<file path="src/rtl/player_bitmap_animator.sv">
// Tank pixel generator: tread animation, 4-way rotation, player recolour, hit blink.
// Latency: 2 clk from offset/insideRect to drawingRequest/RGBout.
// No backpressure: one pixel is accepted every clock.
module player_bitmap_animator #(
  parameter int         OBJECT_SIZE   = 32,
  parameter int         ANIM_FRAMES   = 4,
  parameter int         INVULN_FRAMES = 120,
  parameter int         BLINK_PERIOD  = 8,
  parameter logic [7:0] KEY_COLOR     = 8'hE0,
  parameter logic [7:0] P0_COLOR      = 8'h1C,
  parameter logic [7:0] P1_COLOR      = 8'h5B,
  parameter logic [7:0] TRANSPARENT   = 8'hFF,
  // Up-facing image, 2 tread frames x OBJECT_SIZE rows x OBJECT_SIZE px x 8 bit.
  // Pixel (frame f, row r, col c) lives at bit offset ((f*SIZE + r)*SIZE + c)*8.
  // Supplied as a constant so the ROM needs no load-time file access.
  parameter logic [2*OBJECT_SIZE*OBJECT_SIZE*8-1:0] BITMAP_IMAGE =
    {(2*OBJECT_SIZE*OBJECT_SIZE){8'hFF}}
) (
  input  logic        clk,
  input  logic        resetN,
  input  logic        startOfFrame,
  input  logic [10:0] offsetX,
  input  logic [10:0] offsetY,
  input  logic        insideRect,
  input  logic [1:0]  direction,
  input  logic        moving,
  input  logic        hit,
  input  logic        player_index,
  output logic        drawingRequest,
  output logic [7:0]  RGBout,
  output logic        invulnerable
);

  localparam int AW  = $clog2(OBJECT_SIZE);
  localparam int RAW = 2 * AW + 1;
  localparam int ACW = (ANIM_FRAMES > 1) ? $clog2(ANIM_FRAMES) : 1;
  localparam int BCW = (BLINK_PERIOD > 1) ? $clog2(BLINK_PERIOD) : 1;
  localparam int ICW = $clog2(INVULN_FRAMES + 1);

  localparam logic [AW-1:0] N = AW'(OBJECT_SIZE - 1);

  localparam logic [1:0] DIR_UP    = 2'd0;
  localparam logic [1:0] DIR_RIGHT = 2'd1;
  localparam logic [1:0] DIR_DOWN  = 2'd2;
  localparam logic [1:0] DIR_LEFT  = 2'd3;

  typedef enum logic {IDLE = 1'b0, BLINK = 1'b1} state_t;

  state_t state, state_next;

  logic [1:0]     dir_q;
  logic           moving_q;
  logic [ACW-1:0] anim_cnt;
  logic           anim_sel;
  logic [ICW-1:0] inv_cnt;
  logic [BCW-1:0] blink_cnt;
  logic           visible;

  logic [AW-1:0]  x, y, row, col;
  logic [RAW-1:0] rom_addr;
  logic           valid_q;
  logic [7:0]     pix;
  logic [7:0]     player_color;

  assign x = offsetX[AW-1:0];
  assign y = offsetY[AW-1:0];

  // Frame-rate controls are only taken at frame start so a tank never tears mid-frame.
  always_ff @(posedge clk or negedge resetN) begin
    if (!resetN) begin
      dir_q    <= DIR_UP;
      moving_q <= 1'b0;
    end else if (startOfFrame) begin
      dir_q    <= direction;
      moving_q <= moving;
    end
  end

  // Tread animation: toggle the image frame every ANIM_FRAMES video frames of motion.
  always_ff @(posedge clk or negedge resetN) begin
    if (!resetN) begin
      anim_cnt <= '0;
      anim_sel <= 1'b0;
    end else if (startOfFrame && moving_q) begin
      if (anim_cnt == ACW'(ANIM_FRAMES - 1)) begin
        anim_cnt <= '0;
        anim_sel <= ~anim_sel;
      end else begin
        anim_cnt <= anim_cnt + 1'b1;
      end
    end
  end

  // Map screen offset to stored up-facing coordinates; N-v is a mirror about the centre.
  always_comb begin
    row = y;
    col = x;
    case (dir_q)
      DIR_RIGHT: begin row = N - x; col = y;     end
      DIR_DOWN:  begin row = N - y; col = N - x; end
      DIR_LEFT:  begin row = x;     col = N - y; end
      default:   begin row = y;     col = x;     end
    endcase
  end

  // Stage 1: latch ROM address and whether the pixel lies inside the bitmap.
  always_ff @(posedge clk or negedge resetN) begin
    if (!resetN) begin
      rom_addr <= '0;
      valid_q  <= 1'b0;
    end else begin
      rom_addr <= {anim_sel, row, col};
      valid_q  <= insideRect && (offsetX < 11'(OBJECT_SIZE)) && (offsetY < 11'(OBJECT_SIZE));
    end
  end

  assign pix          = BITMAP_IMAGE[{rom_addr, 3'b000} +: 8];
  assign player_color = player_index ? P1_COLOR : P0_COLOR;

  // Stage 2: ROM read, transparency/blink masking and body recolouring.
  always_ff @(posedge clk or negedge resetN) begin
    if (!resetN) begin
      drawingRequest <= 1'b0;
      RGBout         <= 8'h00;
    end else if (valid_q && (pix != TRANSPARENT) && visible) begin
      drawingRequest <= 1'b1;
      RGBout         <= (pix == KEY_COLOR) ? player_color : pix;
    end else begin
      drawingRequest <= 1'b0;
      RGBout         <= TRANSPARENT;
    end
  end

  // Blink FSM: state register.
  always_ff @(posedge clk or negedge resetN) begin
    if (!resetN) state <= IDLE;
    else         state <= state_next;
  end

  // Blink FSM: a hit starts the window, the last counted frame ends it.
  always_comb begin
    state_next = state;
    case (state)
      IDLE:    if (hit) state_next = BLINK;
      BLINK:   if (startOfFrame && (inv_cnt == ICW'(1))) state_next = IDLE;
      default: state_next = IDLE;
    endcase
  end

  // Blink FSM: outputs; hits are ignored by collision logic while blinking.
  always_comb begin
    invulnerable = (state == BLINK);
  end

  // Blink datapath: frame countdown and visible/hidden half-period toggling.
  // Hits during BLINK are deliberately not reloaded; a hit coinciding with a
  // frame start in IDLE only loads, so the window is always INVULN_FRAMES long.
  always_ff @(posedge clk or negedge resetN) begin
    if (!resetN) begin
      inv_cnt   <= '0;
      blink_cnt <= '0;
      visible   <= 1'b1;
    end else begin
      case (state)
        IDLE: begin
          if (hit) begin
            inv_cnt   <= ICW'(INVULN_FRAMES);
            blink_cnt <= '0;
            visible   <= 1'b0;
          end
        end
        BLINK: begin
          if (startOfFrame) begin
            inv_cnt <= inv_cnt - 1'b1;
            if (blink_cnt == BCW'(BLINK_PERIOD - 1)) begin
              blink_cnt <= '0;
              visible   <= ~visible;
            end else begin
              blink_cnt <= blink_cnt + 1'b1;
            end
            if (inv_cnt == ICW'(1)) begin
              blink_cnt <= '0;
              visible   <= 1'b1;
            end
          end
        end
        default: begin
          inv_cnt   <= '0;
          blink_cnt <= '0;
          visible   <= 1'b1;
        end
      endcase
    end
  end

endmodule

</file>
<file path="config.mk">
export PLATFORM = sky130hd
export DESIGN_NAME = player_bitmap_animator
export DESIGN_NICKNAME = d
export VERILOG_FILES = /design/src/rtl/player_bitmap_animator.sv
export SDC_FILE = /design/constraint.sdc
export NUM_CORES = 1
export LEC_CHECK = 0
export CAP_MARGIN = 20
export CELL_PAD_IN_SITES_DETAIL_PLACEMENT = 0
export CELL_PAD_IN_SITES_GLOBAL_PLACEMENT = 1
export CORE_ASPECT_RATIO = 0.8
export CORE_UTILIZATION = 25
export DETAILED_ROUTE_END_ITERATION = 8
export MAX_ROUTING_LAYER = met4
export PLACE_DENSITY_LB_ADDON = 0.1
export SLEW_MARGIN = 0
export SYNTH_ARGS = -nofsm -noshare
export SYNTH_HDL_FRONTEND = slang
export SYNTH_SLANG_ARGS = --single-unit
</file>
<file path="constraint.sdc">
create_clock -name clk -period 1.9 [get_ports clk]
set_input_delay 0.19 -clock clk [delete_from_list [all_inputs] [get_ports clk]]
set_output_delay 0.19 -clock clk [all_outputs]
set_load 0.03 [all_outputs]
</file>
; After elaboration in Yosys (flattened, before gate mapping)
; Cells that the tools add are included.
[totals]
ff_bits = 39
out_inout_bits = 10
elab_cells = 66
[classes]
n_addsub = 5
magnitude_cmp = 2
n_eq_ne = 11
n_shift = 1
n_mux = 23
bitwise = 3
n_reduce_logical = 9
[ops]
columns = op, n
row1 = variable part select 16384 x 15 -> 8 bit (first input constant), 1
row2 = one-hot mux 5 bit (3 select lines), 2
row3 = < comparator 11 x 6 -> 1 bit (second input constant), 2
row4 = two-way mux 7 bit, 3
row5 = two-way mux 8 bit, 2
row6 = one-hot mux 7 bit (2 select lines), 1
row7 = two-way mux 3 bit, 4
row8 = subtractor 5 bit (first input constant), 2
row9 = equality test 8 bit (second input constant), 1
row10 = != test 8 bit (second input constant), 1
row11 = equality test 7 x 1 -> 1 bit (second input constant), 1
row12 = two-way mux 1 bit, 7
row13 = subtractor 7 x 1 -> 7 bit (second input constant), 1
row14 = equality test 2 bit (second input constant), 3
row15 = logical AND 1 bit, 6
row16 = one-hot mux 3 bit (2 select lines), 1
row17 = != test 2 bit (second input constant), 2
row18 = one-hot mux 1 bit (2 select lines), 2
row19 = AND reduction 2 bit, 2
row20 = adder 3 x 1 -> 3 bit (second input constant), 1
row21 = equality test 3 bit (second input constant), 1
row22 = != test 3 x 1 -> 1 bit (second input constant), 1
row23 = NOT 1 bit, 3
row24 = AND reduction 3 bit, 1
row25 = other kinds (3), 3

; Logic depth before layout (Yosys ltp)
[depth]
depth_word = 5
depth_mapped = 5
ltp_nobuf = 5

; Least setup slack after synthesis
; Ideal clock, no wire load.
[synth_path]
path_kind = reg-to-reg
start = register inv_cnt[0]
end = register inv_cnt[4]
arrival_ns = 1.122
path_slack_ns = 0.637
path_stages_with_launch = 6
synth_period_minus_slack_ns = 1.263
path_cell_list = dfrtp_1 -> inv_1 -> ha_1 -> nor3b_2 -> a311oi_1 -> a41oi_1
[synth_via]
elab_chain_cells = 3
[synth_lines]
columns = element, line_no
row1 = from (decl), 55  ; logic [ICW-1:0] inv_cnt;
row2 = from (signal assigned), 167  ; inv_cnt <= ICW'(INVULN_FRAMES);
row3 = from (signal assigned), 174  ; inv_cnt <= inv_cnt - 1'b1;
row4 = subtractor 7 x 1 -> 7 bit, 174
row5 = two-way mux 7 bit, 173  ; if (startOfFrame) begin
row6 = one-hot mux 7 bit (2 select lines), 164  ; case (state)
; No other way between the ends. The select of a mux whose other input is x is not followed.
; A chain may end at the register's enable or synchronous reset.

==> flow_results.org <==
** Critical path
- Across all register-to-register paths, the minimum setup slack is 0.49 ns.
- Worst setup path class :: reg2out
- Worst-case reg-to-reg path depth :: 5
- For this design, the slowest cell found on the critical path is clkdlybuf4s50_1.
- STA puts the critical path data required time at around 1.7 ns.
- The worst setup path is launched from a flop.
- Capture point of the worst reg-to-reg path :: inv_cnt[4]$_DFFE_PN0P_
- On the worst path, the slowest cell contributes a delay of 0.71 ns.
- Startpoint of the lowest-slack register-to-register path :: inv_cnt[1]$_DFFE_PN0P_
- The worst setup path is captured at an output port.
- Traced cell by cell, the critical path runs through clkdlybuf4s50_1.
- Biggest fanout along the worst timing path :: 8
- Data arrival time of the critical path :: 1.41 ns
- Grouping stages by cell kind, the critical path spends the most delay in buffers and inverters.
- Counting both buffers and inverters, the worst setup path holds a total of 1.

** Layout
- In the layout the commonest cells are clkdlybuf4s50_1, dfrtp_1, o21ai_1, clkbuf_4.
- For this run, the share of the core covered by cells in the final layout is 0.335.
- 0 antenna diodes ended up in the layout.
- After the flow finishes, the layout carries non-filler instances totaling 83.
- Counting the fill cells in the layout gives around 220.
- Share of final-layout standard cells stronger than drive strength 1 :: 0.169
- The library cell used most frequently in the layout, excluding fill and tap cells, is clkdlybuf4s50_1.
- Relative to the synthesized area, the layout overhead comes to 19.4%.
- Net count, final :: 93

** Power and ir drop
- For this design the static power due to leakage is between 0.2 and 0.3 nW.
- PwrDens :: just over 1000 nW/um^2
- Worst voltage drop across the vdd grid :: about 0.00062 V

** Synth
- The number of nets in the synthesized netlist is between 80 and 90.
- Number of synthesis warnings :: 0
- Summing every instance area after synthesis gives 561 sq um.
- Synthesized area per cell :: about 11 sq um
- Synthesis instantiated 27 different standard cells from the library.
- Portion of the post-synthesis area used by sequential elements :: 0.402
- Synthesis handed over a netlist of slightly above 50 instances.
- In this run, synthesis produced a sequential element count of 9.

** Floorplanning
- The initial utilization of the core area, before any placement, comes to 0.281.
- In this run the vertical extent of the chip is ~44 um.
- DIE WIDTH :: roughly 55 um
- The die covers between 2000 and 2500 sq um.
- Row generation in the floorplan step produced 14 rows.
- Count of pins on the block boundary :: 41
- Core box area :: 2000 sq um

** Global routing
- Entering global routing, the biggest net connects 13 pins.
- The via count of the first global-routing pass was 364.
- The total overflow left after global routing is 0.
- First-pass GRT wire length :: between 1500 and 2000 um
- Aggregate global-route resource usage :: 0.107
- Antenna violations before repair :: 0

** Routing
- Wire length reported by the detailed router :: roughly 1000 um
- The routed layout has about 400 vias.
- In this run, the number of DRC markers left after iteration 0 of detailed routing was 1.
- Number of vias per cell :: between 4 and 5
- Drt wl/cell :: about 12 um
- The first detailed-routing pass took 4 iterations.
- DRC violation count after routing :: 0
- Once detail routing completed, the nets flagged for antenna violations numbered 0.

** STA
- Fin Clk Skew :: 0.00338 ns
- Fmax :: approximately 620 MHz
- In the final timing run, aggregate negative setup slack is 0 ns.
- Min cycle time layout :: 1.60 ns
- Setup violations remaining at the end of the flow were counted as 0.
- Final hold violation count :: 0
- Period utilisation layout :: 0.845
- Setup repair after global routing left no endpoint under its margin.
- The worst path meets setup with between 0.2 and 0.3 ns of slack.
- The number of max-slew violations in the final report is 0.

** Clocking
- Counting every sink on the clock net gives 9.
- Clock edge transition at the registers on the reported setup and hold paths :: roughly 0.06 ns
- For this design, the CTS-stage hold fixing added 0 buffers.
- Clk_lat worst skew :: 0.26 ns
- In this run the deepest clock path goes through 2 buffers.
- H-tree depth reported by CTS :: 1
- Counting the buffers created by CTS gives 3.
- Resized cells post-CTS :: 0
- TritonCTS built the clock tree.
- In this run the post-CTS setup repair buffer count came out at 0.
- In this run the clock root is driven by a clkbuf_4.

** Placed design
- The HPWL after detailed placement is 781 um.
- Number of buffers inserted by port buffering :: 12
- Number of cells in the design after placement :: 79
- Timing analysis after detailed placement gives a worst setup slack of ~0.42 ns.
- Routability-driven placement finished with a final weighted congestion of 0.695.

** Run
- Number of max-cap violations :: 0

** Run status
- Run status :: completed

** Min path
- In this run the worst hold path is classified as in2async.
worst max-delay path by stage:
stage,endpoint,depth (start not counted),slack [ns],startpoint
floorplan,inv_cnt[4]$_DFFE_PN0P_,5,0.64,inv_cnt[0]$_DFFE_PN0P_
global placement,inv_cnt[5]$_DFFE_PN0P_,4,0.44,startOfFrame
detailed placement,inv_cnt[6]$_DFFE_PN0P_,4,0.42,startOfFrame
CTS,RGBout[4],1,0.26,RGBout[6]$_DFF_PN0_
global route,RGBout[5],1,0.16,RGBout[6]$_DFF_PN0_
finish,RGBout[5],1,0.30,RGBout[6]$_DFF_PN0_
synth_stat cells:
master	n	area share
dfrtp_1	9	0.40
buf_4	8	0.11
o21ai_1	3	0.027
a311oi_1	2	0.031
a41oi_1	2	0.031
buf_6	2	0.040
conb_1	2	0.013
ha_1	2	0.045
inv_1	2	0.013
nor2_1	2	0.013
a211oi_1	1	0.013
a21boi_1	1	0.013
a21oi_1	1	0.0089
a31oi_1	1	0.011
and4bb_1	1	0.022
mux2i_1	1	0.018
nand2_1	1	0.0067
nand2_4	1	0.020
nand3_1	1	0.0089
nand3b_1	1	0.013
nor2b_2	1	0.016
nor3_2	1	0.018
nor3b_2	1	0.022
nor4b_1	1	0.016
nor4b_4	1	0.042
o211ai_1	1	0.013
o31ai_1	1	0.013
layer usage:
| layer | vias up | global-route usage | share of wire |
|---|---|---|---|
| met2 | 16 | 0.164 | 0.49 |
| met5 | - | - | 0 |
| met1 | 184 | 0.131 | 0.43 |
| met4 | 0 | 0.0300 | 0.014 |
| met3 | 2 | 0.0412 | 0.063 |
| li1 | 193 | - | - |
power breakdown:
group / total, W / internal (W) / leakage [nW] / switching [W]
Sequential: 0.000341 / 0.000256 / 0.0992 / 0.0000850
Combinational: 0.000206 / 0.000107 / 0.145 / 0.0000987
Clock: 0.000149 / 0.0000810 / 0.0150 / 0.0000677
cells by family (layout without fill, tap and decap cells):
group                    Yosys count  in the layout  synth area share
buffers and inverters             12             20             0.161
other                              2              2            0.0134
AND/OR/NAND/NOR                   12             12             0.199
multiplexers                       1              1            0.0179
adder cells (fa/ha/maj)            2              2            0.0446
AO/OA/AOI/OAI                     13             13             0.163
flip-flops                         9              9             0.402
final cells by class:
class,count,area (sq um),area share
multi-input combinational,30,245,0.366
tap,24,30.0,0.0449
sequential,9,225,0.336
inverter,2,7.51,0.0112
clock buffer,4,26.3,0.0393
timing repair buffer,14,135,0.202
per-stage QoR:
step	cell area, sq um	total power [W]	hold WS [ns]
floorplan	561	0.000499	-0.106
global placement	643	0.000552	0.466
global route	669	0.000761	0.264
detailed placement	643	0.000553	0.478
CTS	669	0.000709	0.247
finish	669	0.000696	0.229
registers in the layout, indices dropped and copies added (netlist names):
register and count:
inv_cnt 7, RGBout 1, invulnerable 1
Power figures use the tool's default switching activity.
